File: config.mk
export PLATFORM = sky130hd
export DESIGN_NAME = univ_shift_reg
export DESIGN_NICKNAME = d
export VERILOG_FILES = /design/src/rtl/univ_shift_reg.sv
export SDC_FILE = /design/constraint.sdc
export NUM_CORES = 1
export LEC_CHECK = 0
export ABC_AREA = 1
export CAP_MARGIN = 40
export CORE_MARGIN = 5
export CORE_UTILIZATION = 50
export CTS_CLUSTER_SIZE = 24
export DETAILED_ROUTE_END_ITERATION = 8
export HOLD_SLACK_MARGIN = 0.03
export PLACE_DENSITY = 0.87
export SLEW_MARGIN = 20
export SYNTH_ARGS = -nofsm -noshare
export SYNTH_HDL_FRONTEND = slang
export SYNTH_SLANG_ARGS = --single-unit
File: constraint.sdc
create_clock -name clk -period 3 [get_ports clk]
set_input_delay 0.6 -clock clk [delete_from_list [all_inputs] [get_ports clk]]
set_output_delay 0.6 -clock clk [all_outputs]
set_load 0.05 [all_outputs]
File: src/rtl/univ_shift_reg.sv
// Universal shift register: hold, parallel load, logical shifts, rotates,
// arithmetic shift right and increment, plus terminal-count and change flags.
module univ_shift_reg #(
  parameter int WIDTH = 8
) (
  input  logic             clk,
  input  logic             rst,
  input  logic             en,
  input  logic [2:0]       mode,
  input  logic [WIDTH-1:0] d,
  input  logic             sin_l,
  input  logic             sin_r,
  output logic [WIDTH-1:0] q,
  output logic             sout_msb,
  output logic             sout_lsb,
  output logic             tc,
  output logic             chg
);

  typedef enum logic [2:0] {
    OP_HOLD = 3'b000,
    OP_LOAD = 3'b001,
    OP_SHL  = 3'b010,
    OP_SHR  = 3'b011,
    OP_ROL  = 3'b100,
    OP_ROR  = 3'b101,
    OP_ASR  = 3'b110,
    OP_INC  = 3'b111
  } op_e;

  op_e op;
  assign op = op_e'(mode);

  logic [WIDTH-1:0] q_q, q_d;
  logic             chg_q, chg_d;

  always_comb begin
    q_d = q_q;
    if (en) begin
      case (op)
        OP_HOLD: q_d = q_q;
        OP_LOAD: q_d = d;
        OP_SHL:  q_d = {q_q[WIDTH-2:0], sin_r};
        OP_SHR:  q_d = {sin_l, q_q[WIDTH-1:1]};
        OP_ROL:  q_d = {q_q[WIDTH-2:0], q_q[WIDTH-1]};
        OP_ROR:  q_d = {q_q[0], q_q[WIDTH-1:1]};
        OP_ASR:  q_d = {q_q[WIDTH-1], q_q[WIDTH-1:1]};
        OP_INC:  q_d = q_q + {{(WIDTH-1){1'b0}}, 1'b1};
        default: q_d = q_q;
      endcase
    end
    // Flag only real changes, so no-op results (e.g. ROL of zero) stay quiet
    chg_d = (q_d != q_q);
  end

  always_ff @(posedge clk) begin
    if (rst) begin
      q_q   <= '0;
      chg_q <= 1'b0;
    end else begin
      q_q   <= q_d;
      chg_q <= chg_d;
    end
  end

  assign q        = q_q;
  assign sout_msb = q_q[WIDTH-1];
  assign sout_lsb = q_q[0];
  assign chg      = chg_q;
  assign tc       = en & ~rst & (op == OP_INC) & (&q_q);

endmodule

==> flow_summary.ini <==
[timing]
max_slew.worst_pin.slew_ns = 0.494
max_freq_ghz = 0.372
totalNegativeSetupSlack_ns = 0
fin_worst_skew_ns = 0.00391
post-route-period-util = 0.896
drv_slew = 0
finalCriticalPeriod_ns = 2.69
rsz0062_at_grt = false
report.final.setup_viol = 0
finalHoldViolCount = 0
slew_headroom = 0.669

[logic_synthesis]
synth_top_cells_by_area = dfxtp_1, nand2_1, nand3_1
synth.yosys.warnings = 0
synth-seq-area-share = 0.155
synth.largest_area_cell = dfxtp_1
synth-edff-count = 0
syn-cell-area_um2 = 1160
fraction_of_registers_with_async_set_reset = 0
yosys.cell_count.top_type = nand2_1
synth_top_cells_by_count = nand2_1, nor2_1, nand3_1, inv_1, nand4_1
synth_area_per_cell_um2 = 5.89
synth.distinct_cells = 28
ys.flop_type = dfxtp_1
syn_nets = 214
syn_inst = 197
synth-seq-cells = 9
synth_top_cell_area_share = 0.155

[floorplan]
starting_density_of_the_core = 0.525
placementRows = 17
die_area_um2 = 3390
io_pins = 28
standard_cell_core_area_um2 = 2210
die-height_um = 58.2
chipWidth_um = 58.2

[route]
drt_first_pass_iters = 4
num_vias = 1413
post-route-drc-count = 0
post_drt_wl_per_cell_um = 12.2
remaining_antenna_violation_count_after_routing = 0
drt_first_iter_violations = 50
sum_of_routed_wire_length_over_all_layers_mm = 3.07
via_per_inst = 5.63

[clock_tree]
tritoncts.num_buffers = 3
cts-resized-gates = 0
cts.sinks = 9
htree_levels = 1
cts_tree = built
postCtsSetupRepairBufs = 0
clk_pin_slew_ns = 0.07
clk_root_buffer_cell = clkbuf_4
postCtsHoldBufs = 0
cts_buffer_depth = 2
source_to_sink_clock_delay_at_the_later_pin_of_the_worst_skew_pair_ns = 0.27

[setup_path]
critical_path.startpoint_type = primary input
timing.critical_path.slowest_stage_cell = clkdlybuf4s50_1
cp_slowest_stage_delay_ns = 0.69
arrival_ns = 2.09
worst-endpoint-required_ns = 2.40
path_cells = clkdlybuf4s50_1 -> nand3_1 -> nor4_2 -> buf_12
critical_path_class = primary input to output pin
largest_fanout_on_the_critical_path = 9
endpoint_kind = output pin

[power]
leakage_uw = 0.000664
power.density_nw_per_um2 = 314
max-vdd-ir-drop_mv = 0.278

[placed_design]
place.gp.congestion = 0.861
instance_count_after_placement_with_tap_cells_included = 247
numPortBuffers = 27
detailedPlacementHpwl_mm = 2.30

[grt]
grt_max_degree = 19
grt_pass1_wl_mm = 5.12
all_layer_gr_usage = 0.195
initial_antenna_violation_count = 0
grt_pass1_vias = 1138
grt_remaining_overflow = 0

[final_layout]
stdcell_count = 251
diodes = 0
drive_gt1_frac = 0.135
areaGrowthSynthToFinish_pct = 26.7
final_nets = 241

[job]
maximum_capacitance_violations = 0

[outcome]
outcome = finished clean

[min_path]
worstHoldPathType = flop to flop
[state kept, by name, summed over array words and instances, names as in the netlist]
| name | cells |
|---|---|
| chg | 1 |
| q | 8 |
[worst max-delay path: cells and delay by family]
| kind | cells | cell delay [ns] |
|---|---|---|
| buffers and inverters | 2 | 0.87 |
| AND/OR/NAND/NOR | 2 | 0.61 |
[report_power, final]
part           internal (uW)  leakage (uW)  total (uW)  switching (uW)
Combinational           79.6      0.000575         212             132
Sequential               130     0.0000746         149            19.2
Clock                   51.6     0.0000150         101            49.1
Total                    261      0.000664         461             201
[kinds of logic after synthesis]
group / synth area share
compound gates: 0.0884
fa+ha+maj: 0.0108
buf+inv: 0.135
flops: 0.155
simple gates: 0.611
[metal layers]
metal | up-vias | part of all wire | global-route usage
met5 | - | 0 | 0
met3 | 9 | 0.077 | 0.0512
met2 | 51 | 0.46 | 0.294
li1 | 724 | - | -
met4 | 0 | 0.023 | 0.0762
met1 | 629 | 0.44 | 0.263
[cell type report]
type | instances | area [um2]
Fill cell | 204 | 741
Tap cell | 28 | 35.0
Sequential cell | 9 | 180
Clock buffer | 4 | 26.3
Multi-Input combinational cell | 158 | 831
Inverter | 21 | 88.8
Timing Repair Buffer | 31 | 310
[cell usage in the layout (no fill, tap or decap), types with 2 or more instances in the layout]
master | Yosys | routed
nor2_4 | 2 | 2
inv_1 | 17 | 17
clkdlybuf4s50_1 | 0 | 26
nor2_1 | 31 | 31
nand2_2 | 2 | 2
buf_4 | 2 | 4
inv_4 | 2 | 2
nand4_1 | 17 | 17
a221oi_1 | 2 | 2
nand3b_1 | 2 | 2
nand2_4 | 3 | 3
nand3_2 | 6 | 6
o21ai_0 | 9 | 9
dfxtp_1 | 9 | 9
nor2_2 | 2 | 2
nand3_1 | 26 | 26
a21oi_1 | 3 | 3
nand2_1 | 47 | 47
clkbuf_4 | 0 | 3
[through the flow]
stage / hold slack (ns) / instance area [um2] / power (uW) / setup WS, ns / util
2_1_floorplan: 0.787 / 1170 / 297 / 0.284 / -
3_3_place_gp: 0.603 / 1450 / 360 / 0.345 / 0.653
3_5_place_dp: 0.603 / 1450 / 361 / 0.316 / 0.653
4_1_cts: 0.614 / 1470 / 460 / 0.312 / 0.665
5_1_grt: 0.655 / 1470 / 493 / 0.202 / 0.665
6_report: 0.623 / 1470 / 461 / 0.312 / 0.665
[final timing paths]
kind	start	end	slack, ns	depth (start not counted)
worst min-delay path	q[1]$_SDFF_PP0_	q[1]$_SDFF_PP0_	0.62	2
worst min register to register	q[1]$_SDFF_PP0_	q[1]$_SDFF_PP0_	0.62	2
worst max-delay path	mode[1]	tc	0.31	4
worst max register to register	q[0]$_SDFF_PP0_	chg$_SDFF_PP0_	1.15	12
No activity file was read; power rests on OpenSTA's default activity.
==> patch (same flow settings) <==
`q_q` no longer has a reset.
--- a/src/rtl/univ_shift_reg.sv
+++ b/src/rtl/univ_shift_reg.sv
@@ -56,10 +56,12 @@
   always_ff @(posedge clk) begin
     if (rst) begin
-      q_q   <= '0;
       chg_q <= 1'b0;
     end else begin
-      q_q   <= q_d;
       chg_q <= chg_d;
     end
+  end
+
+  always_ff @(posedge clk) begin
+    q_q <= q_d;
   end
 
Formal check against the unedited RTL: not equivalent (a bounded check fails within 4 cycles, from zero or initial values and one cycle with rst high).
==> patch against the unedited design <==
- synthesized cell count is 2.0% lower
- die area shrank 7.3%
- total power rose by 44%
- sequential power is 30% higher
- combinational power grew 74%
- core utilization rose by 2.7 points
- design area shrank 6.8%
- via count rose by 1.9%
- setup slack got worse by 0.096 ns
- area after synthesis down 8.7%
- count of clock-buffer cells in the layout unchanged
- sequential cell count stayed put
- routed wire length increased by 9.8%
==> patch: results (changes against the unedited design) <==
- The wire length of the first global-routing pass is 5710 um (was 5120 um).
- The layout buffering overhead excluding clock cells is 21.5% (was 21.1%).
- The number of global-route vias before repair is 1269 (was 1138).
- The maximum cell stage delay along the critical path is 0.77 ns (was 0.69 ns).
- The compound-gate portion of the synthesized area is 7.20% (was 8.84%).
- The multi-input combinational cell area came to 741 um2 (was 831 um2).
- The switching power total came to 342 uW (was 201 uW).
- Outcome: complete, no violations (unchanged).
- The number of multi-input logic gates came to 152 (was 158).
- The met2 track demand over resource in global routing was 34.6% (was 29.4%).
- The fraction of layout instances using a drive strength above 1 is 7.80% (was 13.5%).
- The sequential element share of the synthesized area is 17.0% (was 15.5%).
- The first-pass iteration count of the detailed router is 5 (was 4).
- The overall routing resource usage is 22.0% (was 19.5%).
- The share of synthesized cell area in full adder, half adder and majority cells is 1.18% (was 1.08%).
- The reg-to-reg startpoint is q[0] (unchanged).
- The cell type of the slowest stage on the worst timing path was sky130_fd_sc_hd__clkdlybuf4s50_1 (unchanged).
- The global routing usage on met3 came to 3.94% (was 5.12%).
- The setup skew after layout is 0.00580 ns (was 0.00391 ns).
- Top post-synthesis cells by count: sky130_fd_sc_hd__nand2_1 (52), sky130_fd_sc_hd__nand3_1 (33), sky130_fd_sc_hd__nor2_1 (26) (was sky130_fd_sc_hd__nand2_1 (47), sky130_fd_sc_hd__nor2_1 (31), sky130_fd_sc_hd__nand3_1 (26)).
- The violation count after the first detailed-routing iteration is 90 (was 50).
- The routed length on met2 was 1540 um (was 1410 um).
- Top post-synthesis cells by area: sky130_fd_sc_hd__nand2_1 (18%), sky130_fd_sc_hd__dfxtp_1 (17%), sky130_fd_sc_hd__nand3_1 (16%) (was sky130_fd_sc_hd__dfxtp_1 (16%), sky130_fd_sc_hd__nand2_1 (15%), sky130_fd_sc_hd__nand3_1 (11%)).
- The routed length on met1 was 1390 um (was 1340 um).
- The non-clock inverter count in the final layout is 24 (was 21).
- The final-stage net count is 236 (was 241).
- The met3 wirelength from detailed routing came to 310 um (was 237 um).
- The unique cell type count in the Yosys netlist is 23 (was 28).
- The total of plain and repair buffers excluding clock buffers is 29 (was 31).
- The largest driver fanout on the critical path is 12 (was 9).
- The setup slack of the most critical reg-to-reg path is 1.08 ns (was 1.15 ns).
- The sum of net half-perimeters after detailed placement is 2480 um (was 2300 um).
- The fraction of area in clock buffers and inverters is 1.92% (was 1.79%).
- The total of fill cells in the finished design was 186 (was 204).
- The number of nets in the synthesized netlist was 210 (was 214).
- The met1 usage is 28.7% (was 26.3%).
- The sequential cell count is 9 (unchanged).
- The number of vias per cell after detailed routing is 5.88 (was 5.63).
- The worst endpoint data arrival time came to 2.18 ns (was 2.09 ns).
- The routability congestion estimate from global placement is 0.889 (was 0.861).
- The wire length per cell after detailed routing was 13.7 um (was 12.2 um).
- The fraction of power consumed by sequential logic is 29.0% (was 32.3%).
- The total leakage power came to 0.000689 uW (was 0.000664 uW).
- The combinational power came to 368 uW (was 212 uW).
- The worst vdd rail ir drop is 432 uV (was 278 uV).
## patch: changes by cell type in the layout (fill, tap and decap cells not counted), sizes merged, moves of 2 or more
cell	unedited run	this run
nor2	35	28
nand3	33	35
nand2	52	55
o21ai	9	5
a221oi	2	0
inv	20	23
o21a	0	3
buf	5	3
## patch: stage by stage
step                      area, um2  std cells  worst slack, ns  total power [uW]
final                          1370        245            0.216               665
after floorplan                1070        193            0.302               445
after global placement         1350        241            0.304               545
after CTS                      1370        245            0.219               661
after global routing           1370        245            0.131               705
after detailed placement       1350        241            0.220               557
## patch: cells by family after synthesis
family	Yosys count
simple gates	138
buf+inv	32
compound gates	13
flops	9
fa+ha+maj	1
## patch: how the worst min path moves through the flow
stage               slack (ns)  depth (start not counted)  from  endpoint
floorplan                 0.67                          1   rst       chg
global placement          0.55                          1  q[4]      q[4]
detailed placement        0.59                          1  q[5]      q[5]
CTS                       0.61                          1  q[5]      q[5]
global route              0.64                          1  q[4]      q[4]
finish                    0.61                          1  q[5]      q[5]
